File: src/rtl/irq_controller_if.sv
// CPU IO-bus bundle for the interrupt controller: address, write data, strobes and
// OR-mergeable read data.
interface irq_controller_if;
    logic [15:0] io_addr;
    logic [7:0]  io_din;
    logic        io_write_en;
    logic        io_read_en;
    logic [7:0]  io_dout;

    modport master (
        output io_addr,
        output io_din,
        output io_write_en,
        output io_read_en,
        input  io_dout
    );

    modport slave (
        input  io_addr,
        input  io_din,
        input  io_write_en,
        input  io_read_en,
        output io_dout
    );
endinterface

File: src/rtl/irq_controller.sv
// Four-line interrupt controller with PEND/EN/CFG/SWTRIG registers on the IO bus.
// Optional macro IRQ_SYNC_EN inserts a 2-flop synchronizer on the raw sources.
module irq_controller #(
    parameter logic [15:0] BASE_ADDR = 16'h1080
) (
    input  logic             clk,
    input  logic             reset,
    input  logic [3:0]       src,
    input  logic [3:0]       irq_clr,
    output logic [3:0]       irq_out,
    irq_controller_if.slave  bus
);

    logic [3:0]  pend_reg;
    logic [3:0]  en_reg;
    logic [7:0]  cfg_reg;
    logic [3:0]  prev_reg;
    logic [3:0]  irq_reg;
    logic [7:0]  dout_reg;

    logic [3:0]  s;
    logic [3:0]  q;
    logic [3:0]  hw_set;
    logic [3:0]  sw_set;
    logic [3:0]  clr;
    logic [3:0]  pend_next;
    logic [7:0]  rd_data;
    logic [15:0] offset;
    logic [1:0]  sel;
    logic        hit;
    logic        wr;
    logic        rd;

    // Unsigned subtraction makes addresses below BASE_ADDR wrap high and miss.
    assign offset = bus.io_addr - BASE_ADDR;
    assign hit    = (offset < 16'd4);
    assign sel    = offset[1:0];
    assign wr     = bus.io_write_en & hit;
    assign rd     = bus.io_read_en & hit;

`ifdef IRQ_SYNC_EN
    logic [3:0] sync1_reg;
    logic [3:0] sync2_reg;

    always_ff @(posedge clk or posedge reset) begin
        if (reset) begin
            sync1_reg <= 4'd0;
            sync2_reg <= 4'd0;
        end else begin
            sync1_reg <= src;
            sync2_reg <= sync1_reg;
        end
    end

    assign s = sync2_reg;
`else
    assign s = src;
`endif

    assign q = s ^ cfg_reg[7:4];

    generate
        for (genvar gi = 0; gi < 4; gi++) begin : g_line
            assign hw_set[gi] = cfg_reg[gi] ? (q[gi] & ~prev_reg[gi]) : q[gi];
        end
    endgenerate

    assign sw_set = (wr && sel == 2'd3) ? bus.io_din[3:0] : 4'd0;
    assign clr    = irq_clr | ((wr && sel == 2'd0) ? bus.io_din[3:0] : 4'd0);

    // Sets are OR'd after the clear so a coincident set always survives.
    assign pend_next = (pend_reg & ~clr) | hw_set | sw_set;

    always_comb begin
        rd_data = 8'd0;
        case (sel)
            2'd0:    rd_data = {4'd0, pend_reg};
            2'd1:    rd_data = {4'd0, en_reg};
            2'd2:    rd_data = cfg_reg;
            default: rd_data = 8'd0;
        endcase
    end

    always_ff @(posedge clk or posedge reset) begin
        if (reset) begin
            pend_reg <= 4'd0;
            en_reg   <= 4'd0;
            cfg_reg  <= 8'd0;
            prev_reg <= 4'd0;
            irq_reg  <= 4'd0;
            dout_reg <= 8'd0;
        end else begin
            prev_reg <= q;
            pend_reg <= pend_next;
            if (wr && sel == 2'd1) begin
                en_reg <= bus.io_din[3:0];
            end
            if (wr && sel == 2'd2) begin
                cfg_reg <= bus.io_din;
            end
            irq_reg  <= pend_reg & en_reg;
            dout_reg <= rd ? rd_data : 8'd0;
        end
    end

    assign irq_out     = irq_reg;
    assign bus.io_dout = dout_reg;

endmodule

File: src/flat_wrapper.sv
// flat-port wrapper written by rule: the top's interface ports become plain ports
module irq_controller_flat 
#(
    parameter logic [15:0] BASE_ADDR = 16'h1080
)
  (clk, reset, src, irq_clr, irq_out, bus_io_addr, bus_io_din, bus_io_write_en, bus_io_read_en, bus_io_dout);
  irq_controller_if bus_i ();
  input  logic clk;
  input  logic reset;
  input  logic [3:0] src;
  input  logic [3:0] irq_clr;
  output logic [3:0] irq_out;
  input wire logic [$bits(bus_i.io_addr)-1:0] bus_io_addr;
  input wire logic [$bits(bus_i.io_din)-1:0] bus_io_din;
  input wire logic [$bits(bus_i.io_write_en)-1:0] bus_io_write_en;
  input wire logic [$bits(bus_i.io_read_en)-1:0] bus_io_read_en;
  output wire logic [$bits(bus_i.io_dout)-1:0] bus_io_dout;
  assign bus_i.io_addr = bus_io_addr;
  assign bus_i.io_din = bus_io_din;
  assign bus_i.io_write_en = bus_io_write_en;
  assign bus_i.io_read_en = bus_io_read_en;
  assign bus_io_dout = bus_i.io_dout;
  irq_controller #(.BASE_ADDR(BASE_ADDR)) u_core (.clk(clk), .reset(reset), .src(src), .irq_clr(irq_clr), .irq_out(irq_out), .bus(bus_i));
endmodule
File: config.mk
export PLATFORM = sky130hd
export DESIGN_NAME = irq_controller_flat
export DESIGN_NICKNAME = d
export VERILOG_FILES = /design/src/rtl/irq_controller_if.sv /design/src/rtl/irq_controller.sv /design/src/flat_wrapper.sv
export SDC_FILE = /design/constraint.sdc
export NUM_CORES = 1
export LEC_CHECK = 0
export CAP_MARGIN = 20
export CORE_MARGIN = 1.5
export CORE_UTILIZATION = 43
export DETAILED_ROUTE_END_ITERATION = 10
export PLACE_DENSITY = 0.76
export SYNTH_ARGS = -nofsm -noshare
export SYNTH_HDL_FRONTEND = slang
export SYNTH_SLANG_ARGS = --single-unit
export TNS_END_PERCENT = 5
File: constraint.sdc
create_clock -name clk -period 3.2 [get_ports clk]
set_clock_uncertainty 0.1 [all_clocks]
set_input_delay 0.48 -clock clk [delete_from_list [all_inputs] [get_ports clk]]
set_output_delay 0.48 -clock clk [all_outputs]
set_load 0.1 [all_outputs]
# Word-level counts from Yosys, hierarchy flattened
# Index checks and enable logic that the tools add are counted.
dict set report op_classes {
  add_sub_neg 1
  n_mul 0
  div 0
  magnitude_cmp 1
  eq_ne 3
  shifts 0
  mux 8
  bitwise 17
  reduce_logical 5
}
# op n
set op_table {}
lappend op_table {{one-hot mux 8 bit (3 select lines)} 1}
lappend op_table {{< comparator 16 x 3 -> 1 bit, second input constant} 1}
lappend op_table {{subtractor 16 x 13 -> 16 bit, second input constant} 1}
lappend op_table {{OR 4 bit} 3}
lappend op_table {{AND 4 bit} 2}
lappend op_table {{2-to-1 mux 4 bit} 2}
lappend op_table {{2-to-1 mux 8 bit} 1}
lappend op_table {{AND 1 bit} 6}
lappend op_table {{equality test 2 bit, second input constant} 2}
lappend op_table {{logical AND 1 bit} 4}
lappend op_table {{2-to-1 mux 1 bit} 4}
lappend op_table {{inverter 1 bit} 4}
lappend op_table {{inverter 4 bit} 1}
lappend op_table {{bitwise XOR 4 bit} 1}
lappend op_table {{equality test 2 x 1 -> 1 bit, second input constant} 1}
lappend op_table {{zero test 2 bit} 1}
dict set report word_totals {
  register_bits 32
  latchBits 0
  ramBits 0
  rom_bits 0
  elab_cells 41
  memories 0
}

# Longest topological paths before layout
# Gate-level depths: netlist (run 1).
dict set report depth {
  ltp_word 10
  depth_mapped 6
}

# Worst setup path after synthesis (run 1)
# OpenSTA, ideal clock, no wires.
dict set report synth_timing {
  path_kind {input port to flip-flop}
  startpoint {input port bus_io_addr[7]}
  endpoint {register u_core.cfg_reg[0]}
  setup_time_ps 125
  arrival_ps 1818
  required_time_ps 2975
  path_slack_ps 1157
  path_stages 6
  n_path_buf 0
  path_cell_list {inv_1 ha_1 and3b_1 nand3_2 nor3_4 mux2_2}
}
dict set report synth_between {
  elab_chain_len 4
}
# item line_no
set synth_rtl {}
lappend synth_rtl {{from (decl)} flat_wrapper.sv:13} ;# input wire logic [$bits(bus_i.io_addr)-1:0] bus_io_addr;
lappend synth_rtl {{subtractor 16 x 13 -> 16 bit} irq_controller.sv:35} ;# assign offset = bus.io_addr - BASE_ADDR;
lappend synth_rtl {{< comparator 16 x 3 -> 1 bit} irq_controller.sv:36} ;# assign hit = (offset < 16'd4);
lappend synth_rtl {{AND 1 bit} irq_controller.sv:38} ;# assign wr = bus.io_write_en & hit;
lappend synth_rtl {{logical AND 1 bit} irq_controller.sv:98} ;# if (wr && sel == 2'd2) begin
lappend synth_rtl {{to (signal assigned)} irq_controller.sv:99} ;# cfg_reg <= bus.io_din;
lappend synth_rtl {{to (decl)} irq_controller.sv:16} ;# logic [7:0] cfg_reg;
# No other way between the ends.
# A chain may end at the register's enable or synchronous reset.

# Final worst setup path (run 1)
dict set report layout_timing {
  startpoint {input port bus_io_addr[7]}
  endpoint {register u_core.cfg_reg[7]}
}
# Same word-level chain as after synthesis.

==> results of run 1 <==
## synthesized netlist by cell type, types with 4 or more instances
master | number | area [sq um]
nor2b_1 | 5 | 31.3
a21oi_1 | 4 | 20.0
xor2_1 | 4 | 35.0
o31ai_1 | 4 | 30.0
mux2_2 | 12 | 135
and3_1 | 5 | 31.3
nand2_1 | 11 | 41.3
dfrtp_1 | 32 | 801
a22oi_1 | 4 | 30.0
and2_1 | 4 | 25.0
mux2i_1 | 4 | 40.0
nor2_1 | 9 | 33.8
o211ai_1 | 4 | 30.0
inv_1 | 7 | 26.3
## metal layers
metal	routed length (um)	track usage
met1	1330	0.228
met2	1590	0.309
met3	171	0.0672
met4	51	0.0821
met5	0	0
## path summary, 6_finish.rpt
| kind | startpoint | end | cells after the start |
|---|---|---|---|
| worst max register to register | u_core.cfg_reg[7] | u_core.pend_reg[3] | 3 |
| worst max-delay path | bus_io_addr[7] | u_core.cfg_reg[7] | 7 |
| worst min register to register | u_core.en_reg[2] | u_core.irq_out[2] | 1 |
| max in group asynchronous | reset | u_core.cfg_reg[3] | 3 |
| min in group asynchronous | reset | u_core.bus.io_dout[4] | 3 |
| worst min-delay path | u_core.en_reg[2] | u_core.irq_out[2] | 1 |
## area by class of cell
cell class                 count  share of cell area
clock buffer                   6              0.0252
clock inverter                 2             0.00492
inverter                       7              0.0129
multi-input combinational     82               0.308
sequential                    32               0.393
tap                           46              0.0283
timing repair buffer          50               0.227
## through the flow
stage,hold WS (ns),total power [mW]
final,0.395,0.747
after global routing,0.437,0.787
after CTS,0.407,0.759
after detailed placement,0.393,0.520
after global placement,0.386,0.518
after floorplan,0.365,0.458
## report_power, final
| part | internal, mW | switching [mW] | total, mW |
|---|---|---|---|
| clock | 0.104 | 0.131 | 0.235 |
| combinational | 0.0559 | 0.0419 | 0.0978 |
| sequential | 0.410 | 0.00340 | 0.414 |
## worst max-delay path: stages
cell and delay [ns]:
clkdlybuf4s50_1 0.47, inv_1 0.04, ha_1 0.25, and3b_1 0.20, nand3_2 0.20, nor3_4 0.45, mux2_2 0.38
## cells by family after synthesis
logic type / count (synthesis) / share of synthesized area
compound gates: 16 / 0.0751
xor+xnor: 5 / 0.0299
fa+ha+maj: 1 / 0.00853
buf+inv: 10 / 0.0265
flops: 32 / 0.546
mux: 16 / 0.119
simple gates: 44 / 0.195
==> summary.txt, run 1 <==
Run status
  • Status: finished, final reports clean

Placement
  • Hpwl dp: 2.43 mm
  • Worst slack, placed: 0.475 ns
  • Port Buffers: 47
  • GP Congestion: 0.753
  • Area post-placement: just under 0.002 sq mm
  • Cell Count Post-Placement: 217

Flow run
  • Max_cap viols: 0

Final layout
  • Antenna Cells: 0
  • Final std cells w/o fill: roughly 230
  • Seq. cell area: 801 sq um
  • Final #Nets: 215
  • Post-Route Utilization: 0.615
  • Most frequent cells in the layout: clkdlybuf4s50_1 (35), dfrtp_1 (32), buf_4 (15), mux2_2 (12), nand2_1 (11)
  • Fillers: 267
  • Post-layout instance area: 0.00204 sq mm
  • Multi-input gate area: ~630 sq um
  • Area Overhead vs Synth: 38.8%
  • Leading cell type in the layout, fill and taps excluded: clkdlybuf4s50_1
  • Layout cells sized above 1: 0.223

Clock tree
  • Root Driver: clkbuf_4
  • Resized cells post-CTS: 0
  • Setup Fix Bufs, Post-CTS: 0
  • Hold-fix buffers, CTS: 0
  • CTS Buf Count: 5
  • Skew-Pair Late Insertion Delay: ~0.34 ns
  • Register clock-pin slew on the reported worst setup and hold paths: 0.10 ns
  • Clk buf depth: 2
  • # clock sinks: 32
  • CTS tree: done
  • H-tree depth: 2

Logic synthesis
  • Post-synthesis cell count: 124
  • Synth Register Bits: 32
  • Syn_area_per_cell: 11.8 sq um
  • Post-Synthesis Net Count: approximately 160
  • Mapped cell area: around 0.0015 sq mm
  • Synthesis warning total: 0
  • Post-synth ARST share: 1.00
  • Post-synth EDFFs: 0
  • Unique masters post-synth: 27
  • Dominant synthesized flop cell: dfrtp_1
  • Post-synthesis sequential area ratio: 0.546

Floorplanning
  • Die W: 61.4 um
  • IO Count: 48
  • Num rows: 21
  • Die Span Y: 61.4 um
  • Initial core utilization: 0.443
  • Die area: about 0.0038 sq mm
  • Core area: 0.00331 sq mm

STA
  • Final Cycle Share: 0.742
  • Hold Vio Cnt, Final: 0
  • RSZ-0062 raised after global routing: no
  • Setup TNS: 0 ns
  • Slew HR: 0.712
  • Crit path time final: between 2 and 2.5 ns
  • Setup-failing EPs final: 0
  • Max Fclk: around 420 MHz
  • Worst-margin pin slew: 0.431 ns
  • Final Worst Setup Slack: around 0.83 ns
  • Slew Limit Fails: 0

Detailed routing
  • Routed length per instance: roughly 14 um
  • Post-Route WL: 3.14 mm
  • Initial detailed-routing violation count: 33
  • DRC Markers: 0
  • Vias per inst: roughly 5
  • DRT Pass-1 Iters: 4
  • Antenna Violating Nets Remaining: 0
  • Vias: 1127

Critical path
  • WP data required: 3.31 ns
  • R2r setup slk: 2.07 ns
  • Critical Path Fanout Max: 8
  • Worst setup EP type: flip-flop
  • Startpoint Class: primary input
  • WS Path Type: in -> reg
  • CP Data Arrival Time: 2.49 ns

Power
  • Power Density: 367 mW/mm^2
  • Static Leak: 0.975 nW
  • Peak supply drop: 0.273 mV

Global route
  • Grt total ovfl: 0
  • Largest net degree at the start of global routing: 33
  • GRT Util Overall: 0.189
  • Initial antenna violation count: 0
  • Vias in the first global route: between 1000 and 1500
  • Global-route wire length before repair: 5.00 mm

Min path
  • Worst hold-check path type: reg -> reg
Note: power is estimated with default switching activity, not from simulation.
==> run 2, diff against run 1 <==
--- a/config.mk
+++ b/config.mk
@@ -7,9 +7,9 @@
 export LEC_CHECK = 0
 export CAP_MARGIN = 20
 export CORE_MARGIN = 1.5
-export CORE_UTILIZATION = 43
+export CORE_UTILIZATION = 41
 export DETAILED_ROUTE_END_ITERATION = 10
-export PLACE_DENSITY = 0.76
+export PLACE_DENSITY = 0.75
 export SYNTH_ARGS = -nofsm -noshare
 export SYNTH_HDL_FRONTEND = slang
 export SYNTH_SLANG_ARGS = --single-unit
==> constraint.sdc (replaced) <==
create_clock -name clk -period 1.9 [get_ports clk]
set_clock_uncertainty 0.1 [all_clocks]
set_input_delay 0.285 -clock clk [delete_from_list [all_inputs] [get_ports clk]]
set_output_delay 0.285 -clock clk [all_outputs]
set_load 0.1 [all_outputs]
==> summary.txt, run 2 (synthesis gave the netlist of run 1 again) <==
STA
  • Hold slack: 0.223 ns (-0.172 ns)
  • Crit path time final: 1.84 ns
  • Worst-margin pin slew: 0.387 ns (-0.0440 ns)
  • Slew HR: 0.742 (+0.0303)
  • Hold Vio Cnt, Final: 0 (unchanged)
  • Final Cycle Share: 0.971
  • Setup-failing EPs final: 0 (unchanged)
  • RSZ-0062 raised after global routing: no
  • Slew Limit Fails: 0 (unchanged)
  • Max Fclk: 542 MHz

Flow run
  • Max_cap viols: 0 (unchanged)

Detailed routing
  • Post-Route WL: 3.53 mm (+13%)
  • DRC Markers: 0 (unchanged)
  • Antenna Violating Nets Remaining: 0 (unchanged)
  • Vias: 1194 (+5.9%)
  • Vias per inst: 5.02 (+0.16%)
  • Initial detailed-routing violation count: 52 (+58%)
  • Routed length per instance: 14.8 um (+6.4%)
  • DRT Pass-1 Iters: 4 (unchanged)

Final layout
  • Antenna Cells: 0 (unchanged)
  • Area Overhead vs Synth: 50.2%
  • Final #Nets: 228 (+6.0%)
  • Post-Route Utilization: 0.650 (+0.0348)
  • Layout cells sized above 1: 0.286 (+0.0630)
  • Fillers: 258 (-3.4%)
  • Leading cell type in the layout, fill and taps excluded: dfrtp_1
  • Most frequent cells in the layout: dfrtp_1 (32), clkdlybuf4s50_1 (31), buf_4 (25), nand2_1 (10), nor2_1 (9)

Clock tree
  • # clock sinks: 32 (unchanged)
  • Root Driver: clkbuf_4
  • CTS tree: done
  • H-tree depth: 2 (unchanged)
  • CTS Buf Count: 5 (unchanged)
  • Clk buf depth: 2 (unchanged)
  • Hold-fix buffers, CTS: 0 (unchanged)
  • Skew-Pair Late Insertion Delay: 0.33 ns (about the same)
  • Register clock-pin slew on the reported worst setup and hold paths: 0.10 ns (about the same)

Placement
  • Port Buffers: 47 (unchanged)
  • GP Congestion: 0.842 (+12%)
  • Hpwl dp: 2.58 mm (+6.5%)

Floorplanning
  • Die area: 0.00394 sq mm (+4.6%)
  • IO Count: 48 (unchanged)
  • Die W: 62.8 um (+2.3%)
  • Die Span Y: 62.8 um (+2.3%)
  • Num rows: 21 (unchanged)
  • Core area: 0.00339 sq mm (+2.4%)
  • Initial core utilization: 0.433 (-0.0103)

Run status
  • Status: finished, final reports clean

Critical path
  • Worst setup EP type: flip-flop
  • Worst R2R Path Depth: 3 (unchanged)
  • CP Data Arrival Time: 1.96 ns (-0.53 ns)
  • WP data required: 2.02 ns (-1.29 ns)
  • WS Path Type: in -> reg
  • Startpoint Class: primary input
  • Critical Path Fanout Max: 4 (-4)

Power
  • Peak supply drop: 0.409 mV (+50%)
  • Power Density: 582 mW/mm^2 (+59%)
  • Static Leak: 1.06 nW (+9.1%)

Global route
  • Largest net degree at the start of global routing: 33 (unchanged)
  • Global-route wire length before repair: 5.74 mm (+15%)
  • Grt total ovfl: 0 (unchanged)
  • Initial antenna violation count: 0 (unchanged)
  • GRT Util Overall: 0.191 (+0.00199)
  • Vias in the first global route: 1253 (+12%)

Min path
  • Worst hold-check path type: in -> async
run 2: cell types whose count changed in the layout (fill, tap and decap cells not counted), moves of 2 or more:
cell	change
mux2_4	+4
mux2_2	-4
dlygate4sd2_1	+4
buf_12	+2
clkbuf_1	+2
clkinv_2	-2
clkdlybuf4s50_1	-4
buf_4	+10
run 2: layout make-up:
| type | instances | area, sq um | area share |
|---|---|---|---|
| clock buffer | 8 | 58.8 | 0.0267 |
| multi-input combinational | 82 | 674 | 0.306 |
| timing repair buffer | 63 | 584 | 0.265 |
| sequential | 32 | 801 | 0.364 |
| tap | 46 | 57.6 | 0.0261 |
| inverter | 7 | 26.3 | 0.0119 |
run 2: worst paths after layout:
kind | from | endpoint | slack (ns)
worst min register to register | u_core.cfg_reg[5] | u_core.prev_reg[1] | 0.41
max in group asynchronous | reset | u_core.bus.io_dout[6] | 1.19
worst max-delay path | bus_io_addr[14] | u_core.en_reg[1] | 0.06
min in group clk | u_core.cfg_reg[5] | u_core.prev_reg[1] | 0.41
worst min-delay path | reset | u_core.irq_out[0] | 0.22
worst max register to register | u_core.cfg_reg[4] | u_core.pend_reg[0] | 0.76
run 2: what timing repair did:
action / 4_1_cts / 5_1_grt
buffers inserted: 1 / 2
endpoints found under the setup margin: 16 / 16
resized for setup: 13 / 2
hold endpoints to repair: 0 / 0
pin swaps: 7 / 3
run 2: critical path: stages:
cell and delay (ns):
clkdlybuf4s50_1 0.45, nor4b_4 0.35, nand2_2 0.15, nor4_4 0.22, buf_4 0.19, mux2_4 0.31
run 2: layer usage:
| metal | vias to the layer above | track usage | wire [um] |
|---|---|---|---|
| li1 | 570 | - | - |
| met1 | 583 | 0.235 | 1480 |
| met2 | 31 | 0.312 | 1790 |
| met3 | 10 | 0.0468 | 180 |
| met4 | 0 | 0.100 | 82 |
| met5 | - | 0 | 0 |
run 2: report_power, final:
part / total, mW / internal (mW) / switching, mW
sequential: 0.697 / 0.691 / 0.00612
clock: 0.405 / 0.182 / 0.223
combinational: 0.179 / 0.103 / 0.0761
total: 1.28 / 0.976 / 0.305
run 2: metrics by stage:
step / setup TNS [ns] / instances / power, mW / cell area [sq um] / worst slack (ns)
3_3_place_gp: -6.79 / 227 / 0.880 / 2070 / -0.402
4_1_cts: 0 / 236 / 1.29 / 2180 / 0.0176
2_1_floorplan: 0 / 124 / 0.772 / 1470 / 0.0524
6_report: 0 / 238 / 1.28 / 2200 / 0.0559
3_5_place_dp: -7.69 / 227 / 0.883 / 2070 / -0.507
5_1_grt: 0 / 238 / 1.34 / 2200 / 0.00495
==> run 3, diff against run 2 <==
--- a/config.mk
+++ b/config.mk
@@ -6,10 +6,12 @@
 export NUM_CORES = 1
 export LEC_CHECK = 0
 export CAP_MARGIN = 20
+export CORE_ASPECT_RATIO = 0.75
 export CORE_MARGIN = 1.5
-export CORE_UTILIZATION = 41
+export CORE_UTILIZATION = 43
 export DETAILED_ROUTE_END_ITERATION = 10
-export PLACE_DENSITY = 0.75
+export DONT_BUFFER_PORTS = 1
+export HOLD_SLACK_MARGIN = 0.02
 export SYNTH_ARGS = -nofsm -noshare
 export SYNTH_HDL_FRONTEND = slang
 export SYNTH_SLANG_ARGS = --single-unit
==> summary.txt, run 3 (synthesis gave the netlist of run 1 again) <==
Clock tree
  • Register clock-pin slew on the reported worst setup and hold paths: 0.07 ns (-0.03 ns)
  • Skew-Pair Late Insertion Delay: 0.29 ns (-0.04 ns)
  • Resized cells post-CTS: 0 (-13)
  • CTS tree: done
  • CTS Buf Count: 5 (unchanged)
  • # clock sinks: 32 (unchanged)
  • H-tree depth: 2 (unchanged)
  • Root Driver: clkbuf_8
  • Clk buf depth: 2 (unchanged)

Global route
  • Grt met1 use: 0.195 (-0.0406)
  • Grt total ovfl: 0 (unchanged)
  • Largest net degree at the start of global routing: 33 (unchanged)
  • M2 GR Usage: 0.288 (-0.0241)
  • Vias in the first global route: 1071 (-15%)
  • Initial antenna violation count: 0 (unchanged)
  • GRT Util Overall: 0.172 (-0.0196)
  • Met3 usage in global routing: 0.0618 (+0.0150)
  • Busiest metal layer after global routing: met2
  • Global-route wire length before repair: 4.71 mm (-18%)

Critical path
  • Crit-path slowest cell: or3_1
  • CP max stage delay: 0.37 ns (-0.08 ns)
  • Reg-to-Reg End: u_core.pend_reg[3]
  • CP Cell Sequence: inv_1 -> ha_1 -> and3b_1 -> nand3_2 -> buf_4 -> or3_1 -> o211ai_1
  • CP Data Arrival Time: 1.69 ns (-0.27 ns)
  • WS Path Type: in -> reg
  • Startpoint Class: primary input
  • R2r setup slk: 0.74 ns (-0.02 ns)
  • Critical Path Fanout Max: 5 (+1)
  • Worst R2R Path Depth: 3 (unchanged)
  • Reg-to-Reg Start: u_core.cfg_reg[7]
  • Worst setup EP type: flip-flop
  • WP data required: 1.99 ns (-0.03 ns)

Run status
  • Status: finished, final reports clean

Flow run
  • Max_cap viols: 0 (unchanged)

STA
  • Slew HR: 0.728 (-0.0136)
  • Final Cycle Share: 0.843 (-0.128)
  • Setup-failing EPs final: 0 (unchanged)
  • Crit path time final: 1.60 ns (-0.243 ns)
  • Worst-margin pin slew: 0.408 ns (+0.0204 ns)
  • Slew Limit Fails: 0 (unchanged)
  • RSZ-0062 raised after global routing: no
  • Max Fclk: 625 MHz (+15%)
  • Hold Vio Cnt, Final: 0 (unchanged)
  • Hold slack: 0.0448 ns (-0.178 ns)
  • Setup TNS: 0 ns (unchanged)

Placement
  • Hpwl dp: 2.21 mm (-15%)
  • Port Buffers: 0 (-100%)
  • GP Congestion: 0.820 (-2.6%)

Power
  • Logic pwr share: 0.056 (-0.084)
  • Static Leak: 0.901 nW (-15%)
  • Clock network power share: 0.475 (+0.159)
  • Sequential power share: 0.468 (-0.076)
  • Peak supply drop: 0.329 mV (-20%)
  • Power Density: 820 mW/mm^2 (+41%)
  • Pwr Total: 1.49 mW (+16%)
  • Sw Pwr: 0.296 mW (-3.0%)
  • Sw Share: 0.199 (-0.0393)
  • Internal Power: 1.19 mW (+22%)

Final layout
  • Final #Nets: 188 (-18%)
  • Antenna Cells: 0 (unchanged)
  • Area Overhead vs Synth: 23.8%
  • Most frequent cells in the layout: dfrtp_1 (32), buf_4 (18), mux2_2 (12), nand2_1 (11), nor2_1 (9)
  • Layout cells sized above 1: 0.283 (-0.00356)
  • Fillers: 275 (+6.6%)
  • Leading cell type in the layout, fill and taps excluded: dfrtp_1
  • Post-Route Utilization: 0.556 (-0.0937)

Detailed routing
  • Routed length per instance: 15.1 um (+1.9%)
  • Post-Route WL: 2.90 mm (-18%)
  • DRT Pass-1 Iters: 4 (unchanged)
  • Antenna Violating Nets Remaining: 0 (unchanged)
  • DRC Markers: 0 (unchanged)
  • Initial detailed-routing violation count: 44 (-15%)
  • Vias per inst: 5.28 (+5.3%)
  • Vias: 1014 (-15%)

Min path
  • End of the worst hold path: u_core.en_reg[0]
  • Min-delay src: bus_io_din[0]
  • Hold depth: 1
  • Worst hold-check path type: in -> reg

Floorplanning
  • IO Count: 48 (unchanged)
  • Initial core utilization: 0.449 (+0.0164)
  • Die W: 70.4 um (+12%)
  • Die area: 0.00377 sq mm (-4.3%)
  • Num rows: 18 (-14%)
  • Core area: 0.00327 sq mm (-3.7%)
  • Die Span Y: 53.6 um (-15%)
## run 3: metal layers
layer | vias up | share of wire
li1 | 487 | -
met4 | 0 | 0.018
met5 | - | 0
met3 | 5 | 0.068
met1 | 490 | 0.44
met2 | 32 | 0.47
## run 3: worst max-delay path, delay by kind of cell
kind            cells  cell delay [ns]
fa+ha+maj           1             0.25
compound gates      1             0.23
buf+inv             2             0.22
simple gates        3             0.70
## run 3: per-stage QoR
step / setup WS [ns] / cells / area (sq um)
4_1_cts: 0.292 / 192 / 1820
3_5_place_dp: 0.0111 / 179 / 1640
5_1_grt: 0.226 / 192 / 1820
2_1_floorplan: 0.0524 / 124 / 1470
6_report: 0.299 / 192 / 1820
3_3_place_gp: -0.000764 / 179 / 1640
## run 3: power groups by stage
stage	clock network (mW)	logic (mW)	registers, mW
2_1_floorplan	0	0.0637	0.708
3_3_place_gp	0	0.0761	0.710
3_5_place_dp	0	0.0765	0.710
4_1_cts	0.728	0.0856	0.697
5_1_grt	0.748	0.0946	0.698
6_report	0.708	0.0839	0.697
## run 3: how the worst max path moves through the flow
stage | start | slack (ns) | to | cells past startpoint
after global routing | bus_io_addr[7] | 0.23 | u_core.pend_reg[3] | 7
after CTS | bus_io_addr[7] | 0.29 | u_core.pend_reg[3] | 7
after detailed placement | bus_io_addr[7] | 0.01 | u_core.pend_reg[2] | 7
final | bus_io_addr[7] | 0.30 | u_core.pend_reg[3] | 7
after floorplan | bus_io_addr[7] | 0.05 | u_core.cfg_reg[0] | 6
after global placement | bus_io_addr[7] | -0.0008 | u_core.pend_reg[3] | 7
## run 3: timing repair
action | 4_1_cts | 5_1_grt
endpoints found under the hold margin | 36 | 0
setup buffers | 0 | 0
hold buffers | 5 | 0
## run 3: final cells by class
| type | instances | area, sq um | area share |
|---|---|---|---|
| tap | 40 | 50.0 | 0.0276 |
| sequential | 32 | 801 | 0.441 |
| inverter | 7 | 26.3 | 0.0145 |
| multi-input combinational | 82 | 627 | 0.345 |
| clock inverter | 1 | 30.0 | 0.0165 |
| timing repair buffer | 23 | 185 | 0.102 |
| clock buffer | 7 | 96.3 | 0.0531 |
